==> src/rtl/lsu_mem_initiator.sv <==
// ---------------------------------------------------------------------------
// lsu_mem_initiator
//
// Requesting end of the CPU data-memory port. Takes one load or store
// (byte/half/word/double) at a time from the LSU stage, aligns the address
// to 8 bytes, builds the byte-lane write mask, lane-shifts store data,
// presents the request to memory with a ready/valid handshake and returns
// sign- or zero-extended load data to the pipeline. One outstanding
// transaction at a time.
//
// Parameters
//   TIMEOUT_CYCLES  cycles tolerated in WAIT before an error response
//                   (0 = wait forever)
//
// Ports
//   clock, reset        system clock, synchronous active-high reset
//   req_valid/req_ready pipeline request handshake (ready only in IDLE)
//   req_wen             1 = store, 0 = load
//   req_addr            byte address
//   req_size            0 byte, 1 half, 2 word, 3 double
//   req_unsigned        zero-extend load data when 1
//   req_wdata           LSB-justified store data
//   resp_valid          one-cycle completion pulse
//   resp_rdata          extended load data (0 for stores and errors)
//   resp_err            misaligned access or timeout, qualified by resp_valid
//   mem_raddr/mem_read  8-byte-aligned read address and read request
//   mem_waddr/mem_write 8-byte-aligned write address and write request
//   mem_wmask           byte-lane write enables
//   mem_wdata           lane-shifted write data
//   mem_req_ready       memory accepts the request this cycle
//   mem_resp_valid      memory read data / write acknowledge
//   mem_rdata           read data, qualified by mem_resp_valid
// ---------------------------------------------------------------------------
module lsu_mem_initiator #(
    parameter int unsigned TIMEOUT_CYCLES = 0
) (
    input  logic        clock,
    input  logic        reset,

    input  logic        req_valid,
    output logic        req_ready,
    input  logic        req_wen,
    input  logic [63:0] req_addr,
    input  logic [1:0]  req_size,
    input  logic        req_unsigned,
    input  logic [63:0] req_wdata,

    output logic        resp_valid,
    output logic [63:0] resp_rdata,
    output logic        resp_err,

    output logic [63:0] mem_raddr,
    output logic        mem_read,
    output logic [63:0] mem_waddr,
    output logic        mem_write,
    output logic [7:0]  mem_wmask,
    output logic [63:0] mem_wdata,
    input  logic        mem_req_ready,
    input  logic        mem_resp_valid,
    input  logic [63:0] mem_rdata
);

    typedef enum logic [1:0] {
        IDLE = 2'd0,
        REQ  = 2'd1,
        WAIT = 2'd2,
        RESP = 2'd3
    } state_t;

    // -----------------------------------------------------------------------
    // Helper functions
    // -----------------------------------------------------------------------
    function automatic logic is_misaligned(input logic [1:0] sz, input logic [2:0] off);
        logic mis;
        case (sz)
            2'd1:    mis = off[0];
            2'd2:    mis = |off[1:0];
            2'd3:    mis = |off;
            default: mis = 1'b0;
        endcase
        return mis;
    endfunction

    function automatic logic [7:0] lane_mask(input logic [1:0] sz);
        logic [7:0] m;
        case (sz)
            2'd0:    m = 8'h01;
            2'd1:    m = 8'h03;
            2'd2:    m = 8'h0F;
            default: m = 8'hFF;
        endcase
        return m;
    endfunction

    function automatic logic [63:0] data_mask(input logic [1:0] sz);
        logic [63:0] m;
        case (sz)
            2'd0:    m = 64'h0000_0000_0000_00FF;
            2'd1:    m = 64'h0000_0000_0000_FFFF;
            2'd2:    m = 64'h0000_0000_FFFF_FFFF;
            default: m = 64'hFFFF_FFFF_FFFF_FFFF;
        endcase
        return m;
    endfunction

    // Data is already shifted down so the addressed bytes sit at bit 0.
    function automatic logic [63:0] load_extend(input logic [63:0] d,
                                                input logic [1:0]  sz,
                                                input logic        uns);
        logic [63:0] r;
        case (sz)
            2'd0:    r = uns ? {56'd0, d[7:0]}  : {{56{d[7]}},  d[7:0]};
            2'd1:    r = uns ? {48'd0, d[15:0]} : {{48{d[15]}}, d[15:0]};
            2'd2:    r = uns ? {32'd0, d[31:0]} : {{32{d[31]}}, d[31:0]};
            default: r = d;
        endcase
        return r;
    endfunction

    // -----------------------------------------------------------------------
    // State and registered outputs
    // -----------------------------------------------------------------------
    state_t      state_q, state_d;
    logic        mem_read_q, mem_read_d;
    logic        mem_write_q, mem_write_d;
    logic [63:0] mem_raddr_q, mem_raddr_d;
    logic [63:0] mem_waddr_q, mem_waddr_d;
    logic [7:0]  mem_wmask_q, mem_wmask_d;
    logic [63:0] mem_wdata_q, mem_wdata_d;
    logic        resp_valid_q, resp_valid_d;
    logic        resp_err_q, resp_err_d;
    logic [63:0] resp_rdata_q, resp_rdata_d;
    logic [31:0] cnt_q, cnt_d;

    // Attributes of the accepted request, needed again when the response
    // returns. Pure data: loaded on acceptance, no reset required.
    logic        wen_q;
    logic [2:0]  off_q;
    logic [1:0]  size_q;
    logic        uns_q;

    logic        accept;
    logic [2:0]  req_off;
    logic [63:0] req_aligned;
    logic [63:0] rd_lane;
    logic [63:0] load_data;
    logic        timeout_hit;

    assign req_ready   = (state_q == IDLE);
    assign accept      = req_ready && req_valid;
    assign req_off     = req_addr[2:0];
    assign req_aligned = {req_addr[63:3], 3'b000};

    // Bring the addressed bytes of the returned doubleword down to bit 0.
    assign rd_lane     = mem_rdata >> {off_q, 3'b000};
    assign load_data   = load_extend(rd_lane, size_q, uns_q);

    // cnt_q counts WAIT cycles already spent; this cycle is number cnt_q+1.
    assign timeout_hit = (TIMEOUT_CYCLES != 0) && ((cnt_q + 32'd1) == TIMEOUT_CYCLES);

    // -----------------------------------------------------------------------
    // Next-state and output logic
    // -----------------------------------------------------------------------
    always_comb begin
        state_d      = state_q;
        mem_read_d   = mem_read_q;
        mem_write_d  = mem_write_q;
        mem_raddr_d  = mem_raddr_q;
        mem_waddr_d  = mem_waddr_q;
        mem_wmask_d  = mem_wmask_q;
        mem_wdata_d  = mem_wdata_q;
        resp_valid_d = 1'b0;
        resp_err_d   = 1'b0;
        resp_rdata_d = resp_rdata_q;
        cnt_d        = cnt_q;

        case (state_q)
            IDLE: begin
                if (req_valid) begin
                    if (is_misaligned(req_size, req_off)) begin
                        // Reported without ever touching the memory port.
                        state_d      = RESP;
                        resp_valid_d = 1'b1;
                        resp_err_d   = 1'b1;
                        resp_rdata_d = 64'd0;
                    end else begin
                        state_d     = REQ;
                        mem_read_d  = !req_wen;
                        mem_write_d = req_wen;
                        if (req_wen) begin
                            mem_raddr_d = 64'd0;
                            mem_waddr_d = req_aligned;
                            mem_wmask_d = lane_mask(req_size) << req_off;
                            mem_wdata_d = (req_wdata & data_mask(req_size)) << {req_off, 3'b000};
                        end else begin
                            mem_raddr_d = req_aligned;
                            mem_waddr_d = 64'd0;
                            mem_wmask_d = 8'h00;
                            mem_wdata_d = 64'd0;
                        end
                    end
                end
            end

            REQ: begin
                // Request stays on the bus unchanged until memory takes it.
                if (mem_req_ready) begin
                    mem_read_d  = 1'b0;
                    mem_write_d = 1'b0;
                    if (mem_resp_valid) begin
                        state_d      = RESP;
                        resp_valid_d = 1'b1;
                        resp_rdata_d = wen_q ? 64'd0 : load_data;
                    end else begin
                        state_d = WAIT;
                    end
                end
            end

            WAIT: begin
                cnt_d = cnt_q + 32'd1;
                if (mem_resp_valid) begin
                    state_d      = RESP;
                    resp_valid_d = 1'b1;
                    resp_rdata_d = wen_q ? 64'd0 : load_data;
                    cnt_d        = 32'd0;
                end else if (timeout_hit) begin
                    state_d      = RESP;
                    resp_valid_d = 1'b1;
                    resp_err_d   = 1'b1;
                    resp_rdata_d = 64'd0;
                    cnt_d        = 32'd0;
                end
            end

            RESP: begin
                // Any straggling mem_resp_valid here is dropped.
                state_d = IDLE;
                cnt_d   = 32'd0;
            end

            default: begin
                state_d = IDLE;
            end
        endcase
    end

    // -----------------------------------------------------------------------
    // Registers
    // -----------------------------------------------------------------------
    always_ff @(posedge clock) begin
        if (reset) begin
            state_q      <= IDLE;
            mem_read_q   <= 1'b0;
            mem_write_q  <= 1'b0;
            mem_raddr_q  <= 64'd0;
            mem_waddr_q  <= 64'd0;
            mem_wmask_q  <= 8'h00;
            mem_wdata_q  <= 64'd0;
            resp_valid_q <= 1'b0;
            resp_err_q   <= 1'b0;
            resp_rdata_q <= 64'd0;
            cnt_q        <= 32'd0;
        end else begin
            state_q      <= state_d;
            mem_read_q   <= mem_read_d;
            mem_write_q  <= mem_write_d;
            mem_raddr_q  <= mem_raddr_d;
            mem_waddr_q  <= mem_waddr_d;
            mem_wmask_q  <= mem_wmask_d;
            mem_wdata_q  <= mem_wdata_d;
            resp_valid_q <= resp_valid_d;
            resp_err_q   <= resp_err_d;
            resp_rdata_q <= resp_rdata_d;
            cnt_q        <= cnt_d;
        end
    end

    always_ff @(posedge clock) begin
        if (accept) begin
            wen_q  <= req_wen;
            off_q  <= req_off;
            size_q <= req_size;
            uns_q  <= req_unsigned;
        end
    end

    assign mem_read   = mem_read_q;
    assign mem_write  = mem_write_q;
    assign mem_raddr  = mem_raddr_q;
    assign mem_waddr  = mem_waddr_q;
    assign mem_wmask  = mem_wmask_q;
    assign mem_wdata  = mem_wdata_q;
    assign resp_valid = resp_valid_q;
    assign resp_err   = resp_err_q;
    assign resp_rdata = resp_rdata_q;

endmodule

==> config.mk <==
export PLATFORM = sky130hd
export DESIGN_NAME = lsu_mem_initiator
export DESIGN_NICKNAME = d
export VERILOG_FILES = /design/src/rtl/lsu_mem_initiator.sv
export SDC_FILE = /design/constraint.sdc
export NUM_CORES = 1
export LEC_CHECK = 0
export CORE_AREA = 2 2 182 184
export CTS_CLUSTER_DIAMETER = 80
export DETAILED_ROUTE_END_ITERATION = 8
export DIE_AREA = 0 0 184 186
export GPL_TIMING_DRIVEN = 1
export MAX_ROUTING_LAYER = met4
export PLACE_DENSITY = 0.76
export REMOVE_ABC_BUFFERS = 1
export SYNTH_ARGS = -nofsm -noshare
export SYNTH_HDL_FRONTEND = slang
export SYNTH_SLANG_ARGS = --single-unit
==> constraint.sdc <==
create_clock -name clock -period 5.65 [get_ports clock]
set_input_delay 0.8475 -clock clock [delete_from_list [all_inputs] [get_ports clock]]
set_output_delay 0.8475 -clock clock [all_outputs]
set_load 0.05 [all_outputs]
==> impl_metrics.py, run 1 <==
metrics = {
    "setup_path": {
        "cp_num_cells": 8,
        "r2r-end": "resp_rdata[30]",
        "required_ns": 6.13,
        "worstPathArrival_ns": 3.93,
        "crit_family": "buffers and inverters",
        "path_buf_inv": 4,
        "path_max_fanout": 72,
        "r2r_cells": 7,
        "worstReg2RegStart": "off_q[2]",
        "worstPathCellList": "clkdlybuf4s50_1, buf_4, o21ai_0, o2111ai_4, buf_4, buf_4, nand2_1, a21oi_1",
        "rrSetupSlack_ns": 2.41,
        "path_common_cell": "buf_4",
        "critPathLaunchType": "input pin",
        "slowest_stage": "buf_4",
        "crit_type": "input pin to register",
        "setup.worst_path.end_class": "register",
        "max_stage_delay_ns": 0.66,
    },
    "synth": {
        "yosysSeqAreaShare_pct": 42.0,
        "synth_top_area_share_pct": 40.4,
        "async_flop_share_pct": 0,
        "netlist_instances": 1593,
        "ys.warnings.count": 0,
        "synth-seq-cells": 271,
        "synthMostInstantiatedCell": "dfxtp_1",
        "syn_area_per_cell_um2": 8.21,
        "synth_largest_area_cell": "dfxtp_1",
        "synthFlopType": "dfxtp_1",
        "synth_area_um2": 13100,
        "ys_types": 67,
        "synthTopCellsByArea": "dfxtp_1 (40%), nand2_1 (7.3%), a21oi_1 (6.6%), mux2i_1 (6.3%), nand3_1 (5.7%)",
        "synthTopCellsByCount": "dfxtp_1 (264), nand2_1 (253), a21oi_1 (172), nand3_1 (148), clkbuf_1 (111)",
        "synth_edf_count": 7,
    },
    "floorplanning": {
        "dieArea_um2": 34200,
        "num_rows": 66,
        "core-area_um2": 32200,
        "ioPinCount": 470,
        "die_h_um": 186,
        "dieWidth_um": 184,
        "initial_utilization_pct": 40.6,
    },
    "cts": {
        "cts_buffers": 31,
        "cts-hold-fix-buffers": 0,
        "post-cts-setup-buffers": 0,
        "clk_latency_ns": 0.57,
        "clkSlewWorstSetupHoldPaths_ns": 0.06,
        "clockBufferDepth": 3,
        "root_buffer": "clkbuf_16",
        "clkSinkCount": 271,
        "cts_max_level": 1,
        "cts_tree": "done",
        "cts_resized": 0,
    },
    "global_route": {
        "grt_pass1_vias": 13300,
        "globalRoute.busiestLayer": "met2",
        "met3_usage_pct": 5.38,
        "met1_usage_pct": 36.4,
        "grt_use_met2_pct": 46.0,
        "grt_first_pass_wirelength_um": 76300,
        "grt_start_max_net_pins": 103,
        "antenna_found_initial": 4,
        "grtUsageTotal_pct": 29.1,
        "grt_overflow": 0,
    },
    "detailed_routing": {
        "totalWireLength_um": 51400,
        "routedWlPerCell_um": 21.5,
        "drtPass1Iterations": 6,
        "vias": 14000,
        "drtAntennaViolNets": 0,
        "first_iter_violations": 1431,
        "vias_per_cell": 5.83,
        "drc": 0,
    },
    "worst_hold_path": {
        "worstHoldStart": "mem_waddr[31]",
        "min_path_type": "register to register",
        "hold_depth": 2,
        "whs_endpoint": "mem_waddr[31]",
    },
    "sta": {
        "min_period_ns": 3.45,
        "fmax_mhz": 290,
        "finClkSkew_ns": 0.0195,
        "finalSetupViolCount": 0,
        "drv_slew": 0,
        "fin_crit_sh_pct": 61.1,
        "max_slew_margin_pct": 22.8,
        "rsz0062_at_grt": "false",
        "tns_ns": 0,
        "worst_slew_pin_slew_ns": 1.16,
        "finalHoldViolCount": 0,
    },
    "pwr": {
        "p_leak_nw": 6.67,
        "total_power_mw": 5.97,
        "ir_drop_mv": 0.253,
        "power_density_nw_per_um2": 317,
    },
    "place": {
        "io_buffer_count": 463,
        "dpl-instance-area_um2": 17800,
        "place_hpwl_um": 35800,
        "gp_congestion": 0.908,
    },
    "cells_and_area": {
        "fin_nets": 2169,
        "drive_gt1_share_pct": 6.36,
        "syn_to_final_growth_pct": 43.7,
        "stdcell_area_um2": 18800,
    },
    "run_status": {
        "status": "finished, final reports clean",
    },
    "flow_run": {
        "cap_violations": 0,
    },
}
[area by class of cell]
class | instances | area [um2]
fillers | 2842 | 13400
multi-input cells | 1157 | 6940
well taps | 408 | 510
clock inverters | 12 | 143
clock buffers | 38 | 832
inverters | 17 | 63.8
repair buffers | 486 | 4800
flip-flops and latches | 271 | 5500
diodes | 4 | 10.0
[stage by stage]
step	cells	hold WS (ns)	setup slack, ns	utilization [%]
floorplan	1445	0.459	-2.23	-
global placement	2339	0.438	1.76	55.3
detailed placement	2339	0.441	1.66	55.3
CTS	2389	0.450	2.26	58.3
global route	2393	0.464	1.99	58.4
finish	2393	0.447	2.20	58.4
[state kept, by name (all words and copies together) (netlist names), 2 cells and up]
| register | flops |
|---|---|
| size_q | 2 |
| resp_rdata | 64 |
| off_q | 3 |
| mem_raddr | 61 |
| mem_wmask | 8 |
| state_q | 2 |
| mem_waddr | 61 |
| mem_wdata | 64 |
[worst reg2reg max path: cells and delay by family, from the launching register on]
family | cells | cell delay, ns
AND/OR/NAND/NOR | 2 | 0.59
flip-flops | 1 | 0.95
AO/OA/AOI/OAI | 3 | 0.95
buffers and inverters | 2 | 0.68
[layer usage]
metal  part of all wire [%]  vias up
met1                     40     6566
met3                    8.7      126
met2                     47      783
met4                    4.2        0
met5                      0        -
li1                       -     6475
[power breakdown]
group,switching [mW],internal [mW],leakage (nW)
clock network,0.818,1.17,0.483
registers,0.0912,2.03,2.20
logic,1.23,0.629,3.98
[kinds of logic after synthesis]
logic type,count (synthesis),synth area share (%)
AND/OR/NAND/NOR,561,19.4
AO/OA/AOI/OAI,474,22.7
flip-flops,271,42.0
buffers and inverters,170,5.35
multiplexers,112,10.1
adder cells (fa/ha/maj),4,0.383
other,1,0.0287
[placed cells by master, fill, tap and decap left out, types with 7 or more instances in the layout]
cell	n
clkbuf_16	31
dfxtp_1	264
nand3_1	148
a22oi_1	51
a311oi_1	7
a22o_1	11
a31oi_1	26
a211o_1	9
inv_1	15
o2bb2ai_1	8
o21ai_0	97
mux4_2	14
buf_4	24
mux2_2	16
a211oi_1	10
o221ai_1	7
mux2i_1	82
nor2b_1	9
edfxtp_1	7
nand2_1	253
nand2b_1	12
nand3b_1	8
clkdlybuf4s50_1	459
nor2_1	77
and4_1	7
and2_1	17
or2_2	11
o22a_1	7
o31ai_1	11
a221o_1	9
o22ai_1	20
a21oi_1	172
[worst max path at each step]
stage	to	startpoint
after global placement	mem_waddr[29]	req_size[1]
after global routing	mem_waddr[28]	req_size[1]
after detailed placement	mem_waddr[7]	req_size[1]
after floorplan	mem_wdata[0]	req_size[0]
after CTS	mem_raddr[55]	req_size[1]
final	mem_waddr[51]	req_size[1]
(Power assumes the default switching activity.)
==> run 2: changes to the inputs <==
--- a/config.mk
+++ b/config.mk
@@ -5,13 +5,14 @@
 export SDC_FILE = /design/constraint.sdc
 export NUM_CORES = 1
 export LEC_CHECK = 0
-export CORE_AREA = 2 2 182 184
+export CORE_ASPECT_RATIO = 1.1
+export CORE_MARGIN = 2
+export CORE_UTILIZATION = 41
 export CTS_CLUSTER_DIAMETER = 80
 export DETAILED_ROUTE_END_ITERATION = 8
-export DIE_AREA = 0 0 184 186
 export GPL_TIMING_DRIVEN = 1
 export MAX_ROUTING_LAYER = met4
-export PLACE_DENSITY = 0.76
+export PLACE_DENSITY = 0.79
 export REMOVE_ABC_BUFFERS = 1
 export SYNTH_ARGS = -nofsm -noshare
 export SYNTH_HDL_FRONTEND = slang
==> constraint.sdc (replaced) <==
create_clock -name clock -period 3 [get_ports clock]
set_input_delay 0.45 -clock clock [delete_from_list [all_inputs] [get_ports clock]]
set_output_delay 0.45 -clock clock [all_outputs]
set_load 0.05 [all_outputs]
==> run 2 against run 1 <==
  * Critical path depth is the same
  * Non-clock buffer count is 30 higher
  * Sequential share of layout area decreased by 0.54 points
  * Global-route usage increased by 1.4 points
  * Power rose by 91%
==> impl_metrics.py, run 2 (same netlist as run 1, synthesis figures left out) <==
metrics = {
    "setup_path": {
        "worstReg2RegStart": "state_q[1]",
        "required_ns": 3.49,
        "path_max_fanout": 9,
        "worstPathArrival_ns": 3.32,
        "crit_type": "register to register",
        "critPathLaunchType": "register",
        "crit_path_start": "state_q[1]",
        "setup.worst_path.end_class": "register",
    },
    "sta": {
        "drv_slew": 0,
        "fin_ws_ns": 0.170,
        "finalHoldViolCount": 0,
        "max_slew_margin_pct": 37.0,
        "rsz0062_at_grt": "false",
        "tns_ns": 0,
        "min_period_ns": 2.83,
        "fmax_mhz": 353,
        "fin_crit_sh_pct": 94.3,
        "finClkSkew_ns": 0.0132,
        "worst_slew_pin_slew_ns": 0.942,
        "finalSetupViolCount": 0,
    },
    "global_route": {
        "grt_start_max_net_pins": 149,
        "met1_usage_pct": 37.9,
        "grtUsageTotal_pct": 30.5,
        "met3_usage_pct": 5.57,
        "globalRoute.busiestLayer": "met2",
        "antenna_found_initial": 2,
        "grt_overflow": 0,
        "grt_use_met2_pct": 49.1,
        "grt_pass1_vias": 13500,
        "grt_first_pass_wirelength_um": 78700,
    },
    "floorplanning": {
        "dieWidth_um": 174,
        "dieArea_um2": 33300,
        "core-area_um2": 31400,
        "die_h_um": 191,
        "ioPinCount": 470,
        "num_rows": 68,
        "initial_utilization_pct": 41.7,
    },
    "detailed_routing": {
        "vias": 14000,
        "drc": 0,
        "totalWireLength_um": 52400,
        "vias_per_cell": 5.75,
        "drtAntennaViolNets": 0,
        "drtPass1Iterations": 5,
        "first_iter_violations": 1434,
        "routedWlPerCell_um": 21.5,
    },
    "worst_hold_path": {
        "worstHoldStart": "req_addr[0]",
        "min_path_type": "input pin to register",
    },
    "cells_and_area": {
        "final_common_cell": "clkdlybuf4s50_1",
        "final_cell_mix": "clkdlybuf4s50_1 (459), dfxtp_1 (264), nand2_1 (253)",
        "fin_nets": 2198,
        "drive_gt1_share_pct": 7.80,
        "seq_area_um2": 5500,
        "multi_input_comb_area_um2": 6940,
        "fill_cells": 2718,
        "syn_to_final_growth_pct": 46.4,
        "stdcell_area_um2": 19100,
    },
    "cts": {
        "cts_resized": 0,
        "post-cts-setup-buffers": 0,
        "cts_buffers": 30,
        "cts-hold-fix-buffers": 0,
        "cts_max_level": 1,
        "cts_tree": "done",
        "clkSinkCount": 271,
        "clkSlewWorstSetupHoldPaths_ns": 0.06,
        "clk_latency_ns": 0.57,
        "clockBufferDepth": 3,
        "root_buffer": "clkbuf_16",
    },
    "run_status": {
        "status": "finished, final reports clean",
    },
    "place": {
        "io_buffer_count": 463,
        "gp_congestion": 0.911,
        "dpl-instance-area_um2": 18100,
        "preCtsSetupSlack_ns": 0.0222,
        "place_hpwl_um": 37400,
    },
    "pwr": {
        "ir_drop_mv": 0.656,
        "power_density_nw_per_um2": 594,
        "p_leak_nw": 6.85,
    },
    "flow_run": {
        "cap_violations": 0,
    },
}
run 2: cell type report:
type	instances	area share, %
sequential	271	28.7
multi-input combinational	1157	36.3
antenna	2	0.0261
inverter	17	0.333
clock inverter	10	0.595
timing repair buffer	516	26.7
clock buffer	43	4.60
tap	420	2.74
run 2: final timing paths:
check / cells past startpoint / end / slack [ns]
setup / recovery: 8 / resp_rdata[2] / 0.17
setup reg to reg: 8 / resp_rdata[2] / 0.17
hold reg to reg: 2 / mem_raddr[34] / 0.45
hold / removal: 1 / off_q[0] / 0.11
run 2: critical path, cell delays in order (launching register included):
cell	delay, ns
dfxtp_1	0.39
inv_1	0.10
ha_1	0.27
nor2b_1	0.19
a2111oi_1	0.42
buf_4	0.21
and3_1	0.57
o21ai_0	0.38
a21oi_1	0.24
run 2: layer usage:
| metal | routed length [um] | up-vias | part of all wire, % |
|---|---|---|---|
| met4 | 2110 | 0 | 4.0 |
| met3 | 4340 | 155 | 8.3 |
| met1 | 20900 | 6585 | 40 |
| li1 | - | 6520 | - |
| met2 | 25000 | 759 | 48 |
| met5 | 0 | - | 0 |
run 2: report_power, final:
group | internal, mW | total [mW] | switching (mW)
Sequential | 3.83 | 3.98 | 0.145
Clock | 2.20 | 3.75 | 1.55
Combinational | 1.29 | 3.66 | 2.37
Total | 7.32 | 11.4 | 4.06
run 2: metrics by stage:
| step | hold WS [ns] | utilization (%) | std cells | power, mW |
|---|---|---|---|---|
| after floorplan | 0.459 | - | 1445 | 6.09 |
| after global routing | 0.106 | 61.0 | 2436 | 11.8 |
| after detailed placement | 0.442 | 57.8 | 2381 | 7.66 |
| final | 0.109 | 61.0 | 2436 | 11.4 |
| after CTS | 0.0929 | 61.0 | 2434 | 11.4 |
| after global placement | 0.437 | 57.8 | 2381 | 7.61 |
==> run 3: changes to the inputs <==
--- a/config.mk
+++ b/config.mk
@@ -5,14 +5,17 @@
 export SDC_FILE = /design/constraint.sdc
 export NUM_CORES = 1
 export LEC_CHECK = 0
+export ABC_AREA = 1
+export CELL_PAD_IN_SITES_DETAIL_PLACEMENT = 2
+export CELL_PAD_IN_SITES_GLOBAL_PLACEMENT = 2
 export CORE_ASPECT_RATIO = 1.1
 export CORE_MARGIN = 2
-export CORE_UTILIZATION = 41
+export CORE_UTILIZATION = 21
 export CTS_CLUSTER_DIAMETER = 80
 export DETAILED_ROUTE_END_ITERATION = 8
 export GPL_TIMING_DRIVEN = 1
 export MAX_ROUTING_LAYER = met4
-export PLACE_DENSITY = 0.79
+export PLACE_DENSITY = 0.78
 export REMOVE_ABC_BUFFERS = 1
 export SYNTH_ARGS = -nofsm -noshare
 export SYNTH_HDL_FRONTEND = slang
==> run 3 against run 2 <==
  * Core utilization shrank 29 points
  * Worst hold slack gained 0.19 ns
  * Setup slack gained 0.092 ns
  * Sequential cell count is the same
  * Clock-buffer cell count grew 8
  * Register-to-register slack gained 0.25 ns
  * Area after synthesis grew 2.6%
  * Routed wire length grew 33%
  * Critical endpoint is now req_ready
  * Highest routed layer unchanged
==> impl_metrics.py, run 3 <==
metrics = {
    "detailed_routing": {
        "vias": 15800,
        "routedWlPerCell_um": 21.1,
        "drc": 0,
        "drtAntennaViolNets": 0,
        "vias_per_cell": 4.79,
        "drtPass1Iterations": 5,
        "totalWireLength_um": 69800,
        "first_iter_violations": 512,
    },
    "cts": {
        "post-cts-setup-buffers": 0,
        "cts_max_level": 2,
        "clockBufferDepth": 3,
        "root_buffer": "clkbuf_16",
        "cts_tree": "done",
        "cts-hold-fix-buffers": 0,
        "clkSinkCount": 271,
        "clk_latency_ns": 0.58,
        "cts_resized": 0,
        "cts_buffers": 38,
        "clkSlewWorstSetupHoldPaths_ns": 0.06,
    },
    "global_route": {
        "grt_first_pass_wirelength_um": 106000,
        "grt_overflow": 0,
        "grt_start_max_net_pins": 87,
        "grt_use_met2_pct": 36.9,
        "grt_pass1_vias": 17500,
        "antenna_found_initial": 13,
        "met1_usage_pct": 23.1,
        "globalRoute.busiestLayer": "met2",
        "met3_usage_pct": 5.57,
        "grtUsageTotal_pct": 21.3,
    },
    "setup_path": {
        "max_stage_delay_ns": 0.95,
        "path_max_fanout": 6,
        "slowest_stage": "clkdlybuf4s50_1",
        "setup.worst_path.end_class": "primary output",
        "path_buf_inv": 2,
        "crit_type": "register to primary output",
        "worstPathCellList": "inv_1, ha_1, clkdlybuf4s50_1",
        "required_ns": 2.55,
        "critPathLaunchType": "register",
        "worstPathArrival_ns": 2.29,
        "crit_family": "buffers and inverters",
    },
    "cells_and_area": {
        "final_common_cell": "nand2_1",
        "post-route-util_pct": 31.9,
        "final_cell_mix": "nand2_1 (692), clkdlybuf4s50_1 (460), a21oi_1 (306)",
        "drive_gt1_share_pct": 5.99,
        "fin_nets": 2635,
        "stdcell_area_um2": 20300,
        "syn_to_final_growth_pct": 51.0,
    },
    "sta": {
        "timing.hold.ws_ns": 0.298,
        "max_slew_margin_pct": 48.7,
        "finalHoldViolCount": 0,
        "finalSetupViolCount": 0,
        "worst_slew_pin_slew_ns": 0.769,
        "fin_crit_sh_pct": 91.3,
        "drv_slew": 0,
        "min_period_ns": 2.74,
        "fmax_mhz": 365,
        "finClkSkew_ns": 0.0149,
        "rsz0062_at_grt": "false",
    },
    "floorplanning": {
        "die_h_um": 269,
        "ioPinCount": 470,
        "core-area_um2": 63500,
        "num_rows": 97,
        "dieWidth_um": 245,
        "dieArea_um2": 65900,
        "initial_utilization_pct": 21.1,
    },
    "synth": {
        "synth_area_um2": 13400,
        "netlist_instances": 2041,
        "async_flop_share_pct": 0,
        "synth_top_area_share_pct": 39.4,
        "synthTopCellsByArea": "dfxtp_1 (39%), nand2_1 (19%), a21oi_1 (11%), o21ai_0 (7.2%), nand3_1 (7.2%)",
        "ys.warnings.count": 0,
        "syn_area_per_cell_um2": 6.57,
        "ys_types": 34,
        "synth_largest_area_cell": "dfxtp_1",
        "synthTopCellsByCount": "nand2_1 (693), a21oi_1 (306), dfxtp_1 (264), o21ai_0 (194), nand3_1 (192)",
        "synth-seq-cells": 271,
        "synthMostInstantiatedCell": "nand2_1",
        "synth_edf_count": 7,
        "synthFlopType": "dfxtp_1",
        "yosysSeqAreaShare_pct": 41.0,
    },
    "place": {
        "dpl-instance-area_um2": 18900,
        "io_buffer_count": 463,
        "gp_congestion": 0.856,
        "place_hpwl_um": 49400,
    },
    "worst_hold_path": {
        "min_path_type": "input pin to register",
    },
    "pwr": {
        "total_power_mw": 13.8,
        "p_leak_nw": 7.37,
        "ir_drop_mv": 0.368,
        "power_density_nw_per_um2": 682,
    },
    "flow_run": {
        "cap_violations": 0,
    },
    "run_status": {
        "status": "finished, final reports clean",
    },
}
## run 3: cell count changes in the layout (fill, tap and decap cells not counted), sizes merged, moves of 44 or more
cell / before / now
o21ai: 98 / 198
a21oi: 173 / 306
mux2i: 82 / 0
a22oi: 51 / 7
inv: 16 / 84
nand2: 253 / 697
## run 3: layout make-up
cell class / instances / area (um2)
Tap cell: 841 / 1050
Inverter: 82 / 315
Clock buffer: 51 / 1090
Clock inverter: 14 / 234
Fill cell: 7440 / 43200
Multi-Input combinational cell: 1520 / 6810
Timing Repair Buffer: 517 / 5230
Antenna cell: 12 / 30.0
Sequential cell: 271 / 5500
## run 3: per-stage QoR
step	std cells	worst slack (ns)	TNS [ns]
after global placement	3231	0.184	0
after global routing	3308	0.198	0
after floorplan	1873	-1.39	-260.46
final	3308	0.262	0
after detailed placement	3231	0.0276	0
after CTS	3296	0.202	0
## run 3: worst paths after layout
kind | start | endpoint | slack [ns] | cells after the start
hold / removal | req_addr[0] | off_q[0] | 0.30 | 1
setup / recovery | state_q[1] | req_ready | 0.26 | 3
setup reg to reg | off_q[0] | resp_rdata[34] | 0.42 | 12
hold reg to reg | resp_rdata[37] | resp_rdata[37] | 0.46 | 2
## run 3: routing by layer
layer  up-vias  wire [um]
met5         -          0
met4         0       2700
met3       149       4370
met2       393      34900
met1      7827      27800
li1       7475          -
## run 3: cells by family (layout without fill, tap and decap cells)
kind of cell    Yosys count  count (layout)  synth area share (%)
compound gates          533             533                  20.4
simple gates            977             977                  29.7
other cells               1              18                0.0280
flops                   271             271                  41.0
fa+ha+maj                 4               4                 0.373
buf+inv                 255             664                  8.49
## run 3: where the power goes
part / switching [mW] / leakage, nW / internal, mW
Combinational: 3.40 / 4.53 / 1.51
Sequential: 0.207 / 2.20 / 3.92
Clock: 1.94 / 0.640 / 2.84
Total: 5.54 / 7.37 / 8.28
